==> src/rtl/axis_frame_limiter.sv <==
// rtl/axis_frame_limiter.sv - AXI-Stream frame length limiter with one registered output stage
// Oversize frames are cut with a forced tlast; the rest of the frame is discarded.
module axis_frame_limiter #(
   parameter int DATA_WIDTH = 64,
   parameter int KEEP_WIDTH = DATA_WIDTH / 8,
   parameter int MAX_BYTES  = 1518,
   parameter int LEN_WIDTH  = 16
) (
   input  logic                  axis_aclk,
   input  logic                  axis_aresetn,
   input  logic                  s_axis_tvalid,
   output logic                  s_axis_tready,
   input  logic [DATA_WIDTH-1:0] s_axis_tdata,
   input  logic [KEEP_WIDTH-1:0] s_axis_tkeep,
   input  logic                  s_axis_tlast,
   output logic                  m_axis_tvalid,
   input  logic                  m_axis_tready,
   output logic [DATA_WIDTH-1:0] m_axis_tdata,
   output logic [KEEP_WIDTH-1:0] m_axis_tkeep,
   output logic                  m_axis_tlast,
   output logic                  stat_valid,
   output logic [LEN_WIDTH-1:0]  stat_len,
   output logic                  stat_trunc,
   output logic [31:0]           frame_cnt,
   output logic [31:0]           trunc_cnt
);

   typedef enum logic {ST_PASS, ST_DROP} state_t;

   state_t                r_state;
   logic [LEN_WIDTH-1:0]  r_acc;
   logic                  r_m_tvalid;
   logic [DATA_WIDTH-1:0] r_m_tdata;
   logic [KEEP_WIDTH-1:0] r_m_tkeep;
   logic                  r_m_tlast;
   logic                  r_stat_valid;
   logic [LEN_WIDTH-1:0]  r_stat_len;
   logic                  r_stat_trunc;
   logic [31:0]           r_frame_cnt;
   logic [31:0]           r_trunc_cnt;

   logic [LEN_WIDTH:0]    w_beat_bytes;
   logic [LEN_WIDTH:0]    w_sum;
   logic [LEN_WIDTH-1:0]  w_stat_len;
   logic                  w_over;
   logic                  w_accept;
   logic                  w_load;

   always_comb begin
      w_beat_bytes = '0;
      for (int i = 0; i < KEEP_WIDTH; i++) begin
         w_beat_bytes = w_beat_bytes + (LEN_WIDTH+1)'(s_axis_tkeep[i]);
      end
   end

   assign w_sum         = {1'b0, r_acc} + w_beat_bytes;
   assign w_over        = (w_sum >= (LEN_WIDTH+1)'(MAX_BYTES));
   assign w_stat_len    = w_sum[LEN_WIDTH] ? '1 : w_sum[LEN_WIDTH-1:0];
   // DROP never loads the output register, so it can always sink input
   assign s_axis_tready = (r_state == ST_DROP) || !r_m_tvalid || m_axis_tready;
   assign w_accept      = s_axis_tvalid && s_axis_tready;
   assign w_load        = w_accept && (r_state == ST_PASS);

   always_ff @(posedge axis_aclk or negedge axis_aresetn) begin
      if (!axis_aresetn) begin
         r_state      <= ST_PASS;
         r_acc        <= '0;
         r_m_tvalid   <= 1'b0;
         r_m_tdata    <= '0;
         r_m_tkeep    <= '0;
         r_m_tlast    <= 1'b0;
         r_stat_valid <= 1'b0;
         r_stat_len   <= '0;
         r_stat_trunc <= 1'b0;
         r_frame_cnt  <= '0;
         r_trunc_cnt  <= '0;
      end else begin
         r_stat_valid <= 1'b0;
         if (w_load) begin
            r_m_tvalid <= 1'b1;
            r_m_tdata  <= s_axis_tdata;
            r_m_tkeep  <= s_axis_tkeep;
            r_m_tlast  <= s_axis_tlast || w_over;
         end else if (m_axis_tready) begin
            r_m_tvalid <= 1'b0;
         end
         if (w_accept) begin
            if (r_state == ST_DROP) begin
               if (s_axis_tlast) r_state <= ST_PASS;
            end else if (s_axis_tlast || w_over) begin
               r_stat_valid <= 1'b1;
               r_stat_len   <= w_stat_len;
               r_stat_trunc <= !s_axis_tlast;
               r_frame_cnt  <= r_frame_cnt + 32'd1;
               r_acc        <= '0;
               if (!s_axis_tlast) begin
                  r_trunc_cnt <= r_trunc_cnt + 32'd1;
                  r_state     <= ST_DROP;
               end
            end else begin
               r_acc <= w_sum[LEN_WIDTH-1:0];
            end
         end
      end
   end

   assign m_axis_tvalid = r_m_tvalid;
   assign m_axis_tdata  = r_m_tdata;
   assign m_axis_tkeep  = r_m_tkeep;
   assign m_axis_tlast  = r_m_tlast;
   assign stat_valid    = r_stat_valid;
   assign stat_len      = r_stat_len;
   assign stat_trunc    = r_stat_trunc;
   assign frame_cnt     = r_frame_cnt;
   assign trunc_cnt     = r_trunc_cnt;

endmodule

==> config.mk <==
export PLATFORM = sky130hd
export DESIGN_NAME = axis_frame_limiter
export DESIGN_NICKNAME = d
export VERILOG_FILES = /design/src/rtl/axis_frame_limiter.sv
export SDC_FILE = /design/constraint.sdc
export NUM_CORES = 1
export LEC_CHECK = 0
export BUFFER_PORTS_ARGS = -buffer_cell sky130_fd_sc_hd__buf_2
export CORE_MARGIN = 3
export CORE_UTILIZATION = 52
export CTS_CLUSTER_SIZE = 10
export DETAILED_ROUTE_END_ITERATION = 10
export GPL_TIMING_DRIVEN = 0
export PLACE_DENSITY = 0.8
export SLEW_MARGIN = 20
export SYNTH_ARGS = -nofsm -noshare
export SYNTH_HDL_FRONTEND = slang
export SYNTH_SLANG_ARGS = --single-unit
==> constraint.sdc <==
create_clock -name axis_aclk -period 5.05 [get_ports axis_aclk]
set_clock_uncertainty 0.15 [all_clocks]
set_input_delay 0 -clock axis_aclk [delete_from_list [all_inputs] [get_ports axis_aclk]]
set_output_delay 0 -clock axis_aclk [all_outputs]
set_load 0.02 [all_outputs]
==> summary.md, run 1 <==
| Metric | Value |
|---|---|
| CTS tree | built |
| Highest metal used | met4 |
| Worst path buffer plus inverter count | 6 |
| Number of synthesized flops with an enable pin | 0 |
| Vias in the first global route | 7259 |
| Routability congestion estimate | about 0.85 |
| Die Footprint | ~17000 µm² |
| Multi-input combinational cell area | roughly 3300 µm² |
| Detail Route met3 WL | ~1500 µm |
| Gate count of the mapped netlist | 832 |
| Fillcell total | 1000 |
| Cell with the largest stage delay on the worst path | sky130_fd_sc_hd__fa_1 |
| Max Fanout on Critical Path | 10 |
| Crit Path Category | flop to flop |
| Total of flip-flops plus latches after synthesis | 173 |
| Global-route total usage across every layer | 27.4% |
| Area of the mapped netlist | 7910 µm² |
| P per Cell Area | 382 nW/µm² |
| CP delay by family, top | adder cells |
| HPWL after detailed placement | roughly 15000 µm |
| Minimum clock period | just under 5 ns |
| Prevailing post-synth register cell | sky130_fd_sc_hd__dfrtp_1 |
| IO Pins | 234 |
| H-tree lvl count | 4 |
| Effective utilization at floorplan | 53.8% |
| Congestion Overflow GR | 0 |
| Core ar. | 14700 µm² |
| Required time worst endpoint | 5.20 ns |
| Result of the run | completed |
| Die outline width | 129 µm |
| Number of buffer cells added on primary ports | 233 |
| M1 WL | 9160 µm |
| Height of the chip | between 100 and 150 µm |
| Routed vias | approximately 7400 |
| Cell leakage power | 5.54 nW |
| Standard-cell rows | 44 |
| Number of hold violations in the final report | 0 |
| Total detailed-routing wirelength | 22900 µm |
| Number of detailed-route iterations in the first pass | 6 |
| Root Buffer | sky130_fd_sc_hd__clkbuf_16 |
| Pin count of the biggest net entering global routing | 92 |
| Proportion of register bits with asynchronous set or reset after synthesis | 100% |
| Total clock buffers created by CTS | 17 |
| Count of maximum capacitance violations | 0 |
| Post-Syn Nets | roughly 920 |
| Sum Neg Setup Slack | 0 ns |
| Growth of design area from synthesis to finish | 36.1% |
| Number of pins exceeding their max-slew limit in the final report | 0 |
| Clock latency reported for the late side of the worst-skew pair | 0.43 ns |
| Critical path arrival | 5.00 ns |
| Flip-flop and latch area | between 4000 and 5000 µm² |
| Rel. slew slack | 53.9% |
| Initial antenna violation count | 0 |
| Critical path capture point type | flop |
| First-iteration detailed-routing DRC count | ~530 |
| Transition time at the pin with the least slew margin | ~0.7 ns |
| Slowest cell delay on critical path | 0.44 ns |
| Finished Core Util | 73.3% |
| Final-stage net count | roughly 1300 |
| Proportion of synthesized chip area in sequential cells | 54.7% |
| Category of the worst setup path launch point | flop |
| Fraction of the cycle the final worst path needs | 96.0% |
| Fraction of layout cells with a size suffix above 1 | 25.4% |
| # setup viols final | 0 |
| Post-route setup slack | a little over 0.2 ns |
| Yosys synthesis warning count | 0 |
| Number of sinks handled by clock tree synthesis | between 150 and 200 |
| Worst setup slack after placement | -0.172 ns |
| Residual DRC count | 0 |
| Maximum VDD drop | 227 µV |
| Clock Path Buffers | 2 |
| Cell-by-cell trace of the critical path | inv_1, fa_1, fa_1, inv_1, fa_1, inv_1, fa_1, nand2b_1, a21oi_1, buf_2, and4_1, o221a_2, o21ai_1, buf_2, a21oi_2, buf_2, mux2_1 |
| Maximum achievable frequency | 206 MHz |
| Top cell by count, worst path | sky130_fd_sc_hd__fa_1 |
| Number of distinct library cell variants in the gate-level netlist after synthesis | 58 |
| Clock input transition at the sequential cells of the worst setup and hold paths | 0.06 ns |
| Worst min-delay path class | input pin to asynchronous set/reset pin |
| Routed length on met2 | 11600 µm |
| Average wire per standard cell | 16.8 µm |
| Drt via density | 5.44 |
| Worst hold slack across all endpoints | 0.0303 ns |
| Mean instance size in the synthesized netlist | 9.51 µm² |
| Antenna Violating Nets Remaining | 0 |
| Wire length of the first global-routing pass | 36300 µm |
what timing repair did:
item | in CTS | in global routing
gates resized for setup | 0 | 9
endpoints found under the hold margin | 175 | 0
endpoints found under the setup margin | 0 | 31
setup buffers | 0 | 1
hold buffers | 77 | 0
through the flow:
stage,cells,total power [W],cell area (µm²)
floorplan,832,0.00232,7910
global placement,1249,0.00266,9310
detailed placement,1250,0.00270,9350
CTS,1358,0.00412,10700
global route,1359,0.00432,10800
finish,1360,0.00411,10800
routing by layer:
layer / up-vias / global-route usage, %
li1: 3426 / -
met1: 3573 / 34.6
met2: 335 / 46.9
met3: 60 / 5.48
met4: 0 / 10.1
met5: - / 0
worst paths after layout:
| kind | start | end | slack [ns] | cells past startpoint |
|---|---|---|---|---|
| max reg2reg | r_acc[0]$_DFFE_PN0P_ | stat_len[14]$_DFFE_PN0P_ | 0.20 | 17 |
| min reg2reg | m_axis_tdata[18]$_DFFE_PN0P_ | m_axis_tdata[18]$_DFFE_PN0P_ | 0.32 | 2 |
| min in group axis_aclk | s_axis_tdata[6] | m_axis_tdata[6]$_DFFE_PN0P_ | 0.15 | 4 |
| max | r_acc[0]$_DFFE_PN0P_ | stat_len[14]$_DFFE_PN0P_ | 0.20 | 17 |
| min | axis_aresetn | frame_cnt[16]$_DFFE_PN0P_ | 0.03 | 2 |
| max in group asynchronous | axis_aresetn | r_acc[9]$_DFFE_PN0P_ | 3.85 | 3 |
synthesized netlist by cell type, drive strengths merged, types with 3 or more instances:
master	n	area (µm²)
nand2	263	987
dfrtp	173	4330
xnor2	49	429
nand3	43	215
nor2	40	153
clkbuf	25	95.1
inv	25	93.8
xor2	20	175
nand4	19	119
a31oi	17	106
buf	17	90.1
and3	15	93.8
nor3	15	80.1
nor4	10	83.8
a21oi	9	48.8
and2	9	56.3
o31ai	9	92.6
ha	8	100
o21ai	8	40.0
a21o	6	45.0
fa	5	100
mux2	5	56.3
nand2b	4	25.0
nor2b	4	25.0
a211oi	3	22.5
and4	3	26.3
o22ai	3	18.8
or3	3	18.8
layout by cell type (no fill, tap or decap), types with 9 or more instances in the layout:
cell type	instances
sky130_fd_sc_hd__xnor2_1	49
sky130_fd_sc_hd__nor3_1	13
sky130_fd_sc_hd__dlygate4sd3_1	77
sky130_fd_sc_hd__xor2_1	20
sky130_fd_sc_hd__nand3_1	43
sky130_fd_sc_hd__clkbuf_16	17
sky130_fd_sc_hd__buf_2	241
sky130_fd_sc_hd__dfrtp_1	173
sky130_fd_sc_hd__nor2_1	39
sky130_fd_sc_hd__and2_1	9
sky130_fd_sc_hd__and3_1	15
sky130_fd_sc_hd__nand4_1	19
sky130_fd_sc_hd__nand2_1	263
sky130_fd_sc_hd__clkbuf_1	25
sky130_fd_sc_hd__a31oi_1	17
sky130_fd_sc_hd__inv_1	25
flip-flops by register name, indices dropped and copies added (netlist names):
signal         flops
m_axis_tvalid      1
r_state            1
frame_cnt         32
m_axis_tlast       1
m_axis_tdata      64
stat_valid         1
m_axis_tkeep       8
r_acc             16
trunc_cnt         32
stat_len          16
stat_trunc         1
kinds of logic after synthesis:
family	count (synthesis)	share of synthesized area [%]
simple gates	436	24.6
fa+ha+maj	13	2.53
xor+xnor	69	7.64
mux	6	0.838
buf+inv	67	3.53
flops	173	54.7
compound gates	68	6.20
power breakdown:
group	leakage [nW]	internal (W)	switching (W)
Clock	0.301	0.000840	0.000534
Combinational	3.01	0.000387	0.000671
Sequential	2.24	0.00156	0.000117
Total	5.54	0.00279	0.00132
layout make-up:
cell class / count / share of cell area [%]
Sequential cell: 173 / 40.2
Multi-Input combinational cell: 592 / 30.9
Timing Repair Buffer: 312 / 18.4
Clock buffer: 21 / 4.18
Tap cell: 184 / 2.14
Buffer: 42 / 1.74
Clock inverter: 10 / 1.53
Inverter: 25 / 0.871
Antenna cell: 1 / 0.0232
Note: power is estimated with default switching activity, not from simulation.
==> run 2, diff against run 1 <==
--- a/config.mk
+++ b/config.mk
@@ -11,7 +11,7 @@
 export CTS_CLUSTER_SIZE = 10
 export DETAILED_ROUTE_END_ITERATION = 10
 export GPL_TIMING_DRIVEN = 0
-export PLACE_DENSITY = 0.8
+export PLACE_DENSITY_LB_ADDON = 0.2
 export SLEW_MARGIN = 20
 export SYNTH_ARGS = -nofsm -noshare
 export SYNTH_HDL_FRONTEND = slang
==> run 2 against run 1 <==
Net effect: the run now ends with hold timing left; critical path depth down 2; combinational power about the same; non-clock buffer count unchanged; die area unchanged; maximum frequency up 1.6%; critical path type unchanged; register-to-register slack better by 0.08 ns; cell area down 0.45%; sequential share of layout area up 0.18 points; via count down 3.6%.
==> summary.md, run 2 (synthesis results as in run 1) <==
| Metric | Value |
|---|---|
| Cell-by-cell trace of the critical path | inv_1, fa_1, fa_1, inv_1, fa_1, a21oi_1, a2bb2oi_1, mux2_2, o221a_2, o21ai_1, clkbuf_4, a21oi_1, nor2_1, a31oi_1, dlygate4sd3_1 |
| Total clock buffers created by CTS | 17 |
| Startpoint of the lowest-slack register-to-register path | r_acc[0]$_DFFE_PN0P_ |
| Required time worst endpoint | 5.21 ns |
| Routed vias | just over 7000 |
| Minimum clock period | approximately 4.8 ns |
| # setup viols final | 0 |
| Rel. slew slack | a little over two fifths |
| Slack of the worst reg-to-reg path | about 0.28 ns |
| CP Depth | 15 |
| P per Cell Area | 372 nW/µm² |
| Worst hold slack across all endpoints | -0.00832 ns |
| Count of maximum capacitance violations | 0 |
| Fraction of layout cells with a size suffix above 1 | 25.6% |
| Total detailed-routing wirelength | 21900 µm |
| CP delay by family, top | adder cells |
| Commonest non-fill, non-tap cell in the layout | sky130_fd_sc_hd__nand2_1 |
| Worst min-delay path class | input pin to asynchronous set/reset pin |
| Global-route total usage across every layer | roughly a quarter |
| Growth of design area from synthesis to finish | 35.4% |
| Die Footprint | approximately 17000 µm² |
| Crit. Startpoint | r_acc[0]$_DFFE_PN0P_ |
| Routability congestion estimate | 0.864 |
| Number of placed instances, taps included | 1250 |
| Maximum VDD drop | roughly 290 µV |
| Vias in the first global route | roughly 7100 |
| Height of the chip | 129 µm |
| Critical path capture point type | flop |
| Number of detailed-route iterations in the first pass | 5 |
| H-tree lvl count | 4 |
| Unrepaired setup endpoints after global routing | no |
| Wire length of the first global-routing pass | 35200 µm |
| Failing checks | hold timing |
| Antenna Violating Nets Remaining | 0 |
| Slowest cell delay on critical path | 0.55 ns |
| Fraction of the cycle the final worst path needs | 94.4% |
| Average wire per standard cell | roughly 16 µm |
| Initial antenna violation count | 0 |
| Termination of the worst setup path | r_state$_DFFE_PN0P_ |
| Fillcell total | 1089 |
| Residual DRC count | 0 |
| Cell with the largest stage delay on the worst path | sky130_fd_sc_hd__dlygate4sd3_1 |
| Non-filler instance count after layout | about 1400 |
| Clock input transition at the sequential cells of the worst setup and hold paths | 0.06 ns |
| IO Pins | 234 |
| Number of hold violations in the final report | 5 |
| Post-route setup slack | 0.282 ns |
| Transition time at the pin with the least slew margin | 0.862 ns |
| Number of pins exceeding their max-slew limit in the final report | 0 |
| Standard-cell rows | 44 |
| Result of the run | finished, violations left |
| Root Buffer | sky130_fd_sc_hd__clkbuf_16 |
| Drt via density | 5.24 |
| Max Fanout on Critical Path | 10 |
| Worst setup slack after placement | -0.139 ns |
| Congestion Overflow GR | 0 |
| Worst-case reg-to-reg path depth | 15 |
| Top library cells by usage in the layout, fill and taps aside | 263 x sky130_fd_sc_hd__nand2_1, 238 x sky130_fd_sc_hd__buf_2, 173 x sky130_fd_sc_hd__dfrtp_1 |
| First-iteration detailed-routing DRC count | 333 |
| Number of flip-flops in the largest register | 64 |
| Critical path arrival | 4.93 ns |
| Number of sinks handled by clock tree synthesis | 173 |
| Category of the worst setup path launch point | flop |
| Worst path buffer plus inverter count | 4 |
| Pin count of the biggest net entering global routing | slightly above 90 |
| Core ar. | 14700 µm² |
| CTS tree | built |
| Clock Path Buffers | 2 |
| Top cell by count, worst path | sky130_fd_sc_hd__fa_1 |
| Die outline width | 129 µm |
| Final-stage net count | 1253 |
| HPWL after detailed placement | 14300 µm |
| Effective utilization at floorplan | 53.8% |
| Clock latency reported for the late side of the worst-skew pair | 0.43 ns |
| Number of buffer cells added on primary ports | 233 |
| Endpoint of the worst register-to-register path | r_state$_DFFE_PN0P_ |
| Crit Path Category | flop to flop |
| Maximum achievable frequency | 210 MHz |
| Cell leakage power | between 5 and 6 nW |
[run 2: worst min-delay path by stage]
stage | cells past startpoint | start | end | slack, ns
final | 2 | axis_aresetn | frame_cnt[4]$_DFFE_PN0P_ | -0.008
after CTS | 2 | axis_aresetn | frame_cnt[4]$_DFFE_PN0P_ | 0.02
after detailed placement | 1 | axis_aresetn | frame_cnt[4]$_DFFE_PN0P_ | -0.12
after global placement | 2 | m_axis_tready | m_axis_tvalid$_DFFE_PN0P_ | 0.04
after global routing | 2 | axis_aresetn | frame_cnt[4]$_DFFE_PN0P_ | 0.04
after floorplan | 0 | axis_aresetn | frame_cnt[0]$_DFFE_PN0P_ | -0.45
[run 2: cell type report]
cell class / instances / area (µm²) / share of cell area, %
inverter: 25 / 93.8 / 0.875
timing repair buffer: 312 / 1980 / 18.5
multi-input combinational: 592 / 3330 / 31.1
clock buffer: 19 / 443 / 4.13
sequential: 173 / 4330 / 40.4
tap: 184 / 230 / 2.15
antenna: 1 / 2.50 / 0.0233
clock inverter: 13 / 115 / 1.07
buffer: 42 / 193 / 1.80
[run 2: layer usage]
metal  track usage, %  wire (µm)  vias to the layer above
li1                 -          -                     3422
met1             35.1       9370                     3438
met2             42.5      10700                      221
met3             7.01       1270                       45
met4             9.51        557                        0
met5                0          0                        -
[run 2: timing repair]
action                                 4_1_cts  5_1_grt
setup endpoints to repair                    0       68
buffers inserted                             0        1
resized for setup                            0        9
hold buffers                                77        0
endpoints found under the hold margin      254        0
[run 2: stage by stage]
step,area (µm²),TNS (ns),utilization [%],power (W)
final,10700,0,72.9,0.00398
after global routing,10700,0,72.9,0.00418
after CTS,10700,0,72.6,0.00399
after detailed placement,9350,-3.96,63.6,0.00269
after global placement,9310,-1.42,63.3,0.00266
after floorplan,7910,0,-,0.00232
[run 2: report_power, final]
group	switching (W)	internal (W)	total, W
sequential	0.000114	0.00156	0.00168
combinational	0.000670	0.000389	0.00106
clock	0.000557	0.000692	0.00125
total	0.00134	0.00264	0.00398
==> run 3, diff against run 2 <==
--- a/config.mk
+++ b/config.mk
@@ -6,8 +6,10 @@
 export NUM_CORES = 1
 export LEC_CHECK = 0
 export BUFFER_PORTS_ARGS = -buffer_cell sky130_fd_sc_hd__buf_2
+export CELL_PAD_IN_SITES_DETAIL_PLACEMENT = 1
+export CELL_PAD_IN_SITES_GLOBAL_PLACEMENT = 2
 export CORE_MARGIN = 3
-export CORE_UTILIZATION = 52
+export CORE_UTILIZATION = 31
 export CTS_CLUSTER_SIZE = 10
 export DETAILED_ROUTE_END_ITERATION = 10
 export GPL_TIMING_DRIVEN = 0
==> run 3 against run 2 <==
Net effect: the run still ends with hold timing left; combinational power about the same; critical path type unchanged; routed wire length up 9.4%; total power is 2.2% higher; largest cell class unchanged; utilization decreased by 29 points; largest power group unchanged; cell area up 2.1%; first-iteration DRC count is 12% higher; global-route usage decreased by 8.9 points; sequential cell count is the same; clock-buffer cell count shrank 1; hold slack improved by 0.0036 ns; cell count is 10% higher; die area rose by 64%.
==> summary.md, run 3 (synthesis results as in run 1) <==
| Metric | Value |
|---|---|
| Result of the run | finished, violations left |
| Failing checks | hold timing |
| Total detailed-routing wirelength | 24000 µm |
| Routed vias | 6977 |
| Clock Path Buffers | 2 |
| IO Pins | ~230 |
| Antenna Violating Nets Remaining | 0 |
| Number of buffer cells added on primary ports | 233 |
| Rel. slew slack | between 50% and 60% |
| Core ar. | 24700 µm² |
| Final cell area excluding filler cells | 10900 µm² |
| Cell-by-cell trace of the critical path | inv_1, fa_1, fa_1, inv_1, fa_1, inv_1, fa_1, nand2b_1, a21oi_1, clkbuf_4, nand4_1, a221o_1, nor4_4, buf_4, a21oi_4, clkbuf_4, mux2_1 |
| Routability congestion estimate | 0.767 |
| Worst path buffer plus inverter count | 6 |
| HPWL after detailed placement | 16700 µm |
| Growth of design area from synthesis to finish | 38.2% |
| Top cell by count, worst path | sky130_fd_sc_hd__fa_1 |
| Effective utilization at floorplan | 32.1% |
| Average wire per standard cell | around 16 µm |
| H-tree lvl count | 4 |
| Cell with the largest stage delay on the worst path | sky130_fd_sc_hd__fa_1 |
| Vias in the first global route | 7562 |
| Worst min-delay path class | input pin to asynchronous set/reset pin |
| CTS tree | built |
| Root Buffer | sky130_fd_sc_hd__clkbuf_16 |
| Final-stage net count | 1254 |
| Total clock buffers created by CTS | 17 |
| CP delay by family, top | adder cells |
| Fraction of the cycle the final worst path needs | a little over nine tenths |
| Max Fanout on Critical Path | 10 |
| Transition time at the pin with the least slew margin | 0.730 ns |
| Maximum achievable frequency | 207 MHz |
| Slowest cell delay on critical path | 0.44 ns |
| Global-route total usage across every layer | approximately 18% |
| Wire length of the first global-routing pass | between 40000 and 50000 µm |
| Pin count of the biggest net entering global routing | 89 |
| Maximum VDD drop | 200 µV |
| Fraction of layout cells with a size suffix above 1 | about 26% |
| Number of detailed-route iterations in the first pass | 5 |
| Cell area after placement | 9520 µm² |
| First-iteration detailed-routing DRC count | 374 |
| Worst hold slack across all endpoints | -0.00469 ns |
| Clock latency reported for the late side of the worst-skew pair | 0.43 ns |
| Clock input transition at the sequential cells of the worst setup and hold paths | 0.07 ns |
| Fillcell total | 2915 |
| Count of maximum capacitance violations | 0 |
| Top library cells by usage in the layout, fill and taps aside | 263 x sky130_fd_sc_hd__nand2_1, 237 x sky130_fd_sc_hd__buf_2, 173 x sky130_fd_sc_hd__dfrtp_1 |
| # setup viols final | 0 |
| Post-route setup slack | 0.213 ns |
| Congestion Overflow GR | 0 |
| Residual DRC count | 0 |
| P per Cell Area | 372 nW/µm² |
| Number of sinks handled by clock tree synthesis | 173 |
| Height of the chip | 166 µm |
| Diode count | 0 |
| Worst setup slack after placement | -0.300 ns |
| Minimum clock period | 4.84 ns |
| Number of hold violations in the final report | 1 |
| Die outline width | around 170 µm |
| Crit Path Category | flop to flop |
| Category of the worst setup path launch point | flop |
| Critical path arrival | 4.99 ns |
| Commonest non-fill, non-tap cell in the layout | sky130_fd_sc_hd__nand2_1 |
| Number of flip-flops in the largest register | 64 |
| Cell leakage power | 5.54 nW |
| Number of pins exceeding their max-slew limit in the final report | 0 |
| Required time worst endpoint | 5.20 ns |
| Die Footprint | 27500 µm² |
| Critical path capture point type | flop |
| Drt via density | 4.65 |
| Initial antenna violation count | 0 |
| Standard-cell rows | 57 |
## run 3: cell types whose count changed in the layout (fill, tap and decap cells not counted), sizes merged
cell,delta
diode,-1
bufinv,+1
clkinv,-4
inv,+5
clkinvlp,-2
## run 3: area by class of cell
class,count,area (µm²),share of cell area (%)
clock buffers,18,429,3.92
repair buffers,313,1990,18.2
clock inverters,13,153,1.40
inverters,25,93.8,0.858
flip-flops and latches,173,4330,39.6
multi-input cells,592,3340,30.5
well taps,324,405,3.71
plain buffers,42,199,1.82
## run 3: metrics by stage
step	std cells	TNS, ns	utilization [%]	power [W]	hold slack [ns]
floorplan	832	0	-	0.00232	-0.446
detailed placement	1390	-11.48	38.6	0.00272	-0.109
CTS	1498	0	44.1	0.00413	0.0204
global route	1500	-0.0521	44.3	0.00432	0.0495
finish	1500	0	44.3	0.00407	-0.00469
global placement	1389	-11.35	38.4	0.00270	0.0406
## run 3: where the power goes
| part | internal, W | switching, W |
|---|---|---|
| combinational | 0.000391 | 0.000659 |
| clock | 0.000741 | 0.000603 |
| sequential | 0.00156 | 0.000115 |
| total | 0.00269 | 0.00138 |
## run 3: routing by layer
layer	vias to the layer above	track usage, %	routed length (µm)
met3	17	4.69	1320
met5	-	0	0
li1	3415	-	-
met4	0	3.98	259
met1	3377	23.2	11000
met2	168	29.1	11400
## run 3: worst paths after layout
check | startpoint | to | slack (ns) | cells past startpoint
max | r_acc[0]$_DFFE_PN0P_ | stat_len[14]$_DFFE_PN0P_ | 0.21 | 17
min | axis_aresetn | frame_cnt[31]$_DFFE_PN0P_ | -0.005 | 2
max reg2reg | r_acc[0]$_DFFE_PN0P_ | stat_len[14]$_DFFE_PN0P_ | 0.21 | 17
min reg2reg | m_axis_tdata[55]$_DFFE_PN0P_ | m_axis_tdata[55]$_DFFE_PN0P_ | 0.32 | 2
max in group asynchronous | axis_aresetn | m_axis_tdata[19]$_DFFE_PN0P_ | 3.85 | 3
min in group axis_aclk | s_axis_tdata[27] | m_axis_tdata[27]$_DFFE_PN0P_ | 0.14 | 4
## run 3: what timing repair did
| item | CTS | global route |
|---|---|---|
| setup endpoints to repair | 3 | 70 |
| pin swaps | 0 | 1 |
| buffers inserted | 0 | 2 |
| endpoints found under the hold margin | 178 | 0 |
| resized for setup | 1 | 16 |
| hold buffers | 77 | 0 |
## run 3: worst reg2reg max path, stage by stage (launching register included)
cell and delay [ns]:
sky130_fd_sc_hd__dfrtp_1 0.36, sky130_fd_sc_hd__inv_1 0.09, sky130_fd_sc_hd__fa_1 0.44, sky130_fd_sc_hd__fa_1 0.44
sky130_fd_sc_hd__inv_1 0.08, sky130_fd_sc_hd__fa_1 0.23, sky130_fd_sc_hd__inv_1 0.07, sky130_fd_sc_hd__fa_1 0.41
sky130_fd_sc_hd__nand2b_1 0.18, sky130_fd_sc_hd__a21oi_1 0.26, sky130_fd_sc_hd__clkbuf_4 0.28, sky130_fd_sc_hd__nand4_1 0.15
sky130_fd_sc_hd__a221o_1 0.44, sky130_fd_sc_hd__nor4_4 0.33, sky130_fd_sc_hd__buf_4 0.17, sky130_fd_sc_hd__a21oi_4 0.09
sky130_fd_sc_hd__clkbuf_4 0.25, sky130_fd_sc_hd__mux2_1 0.32
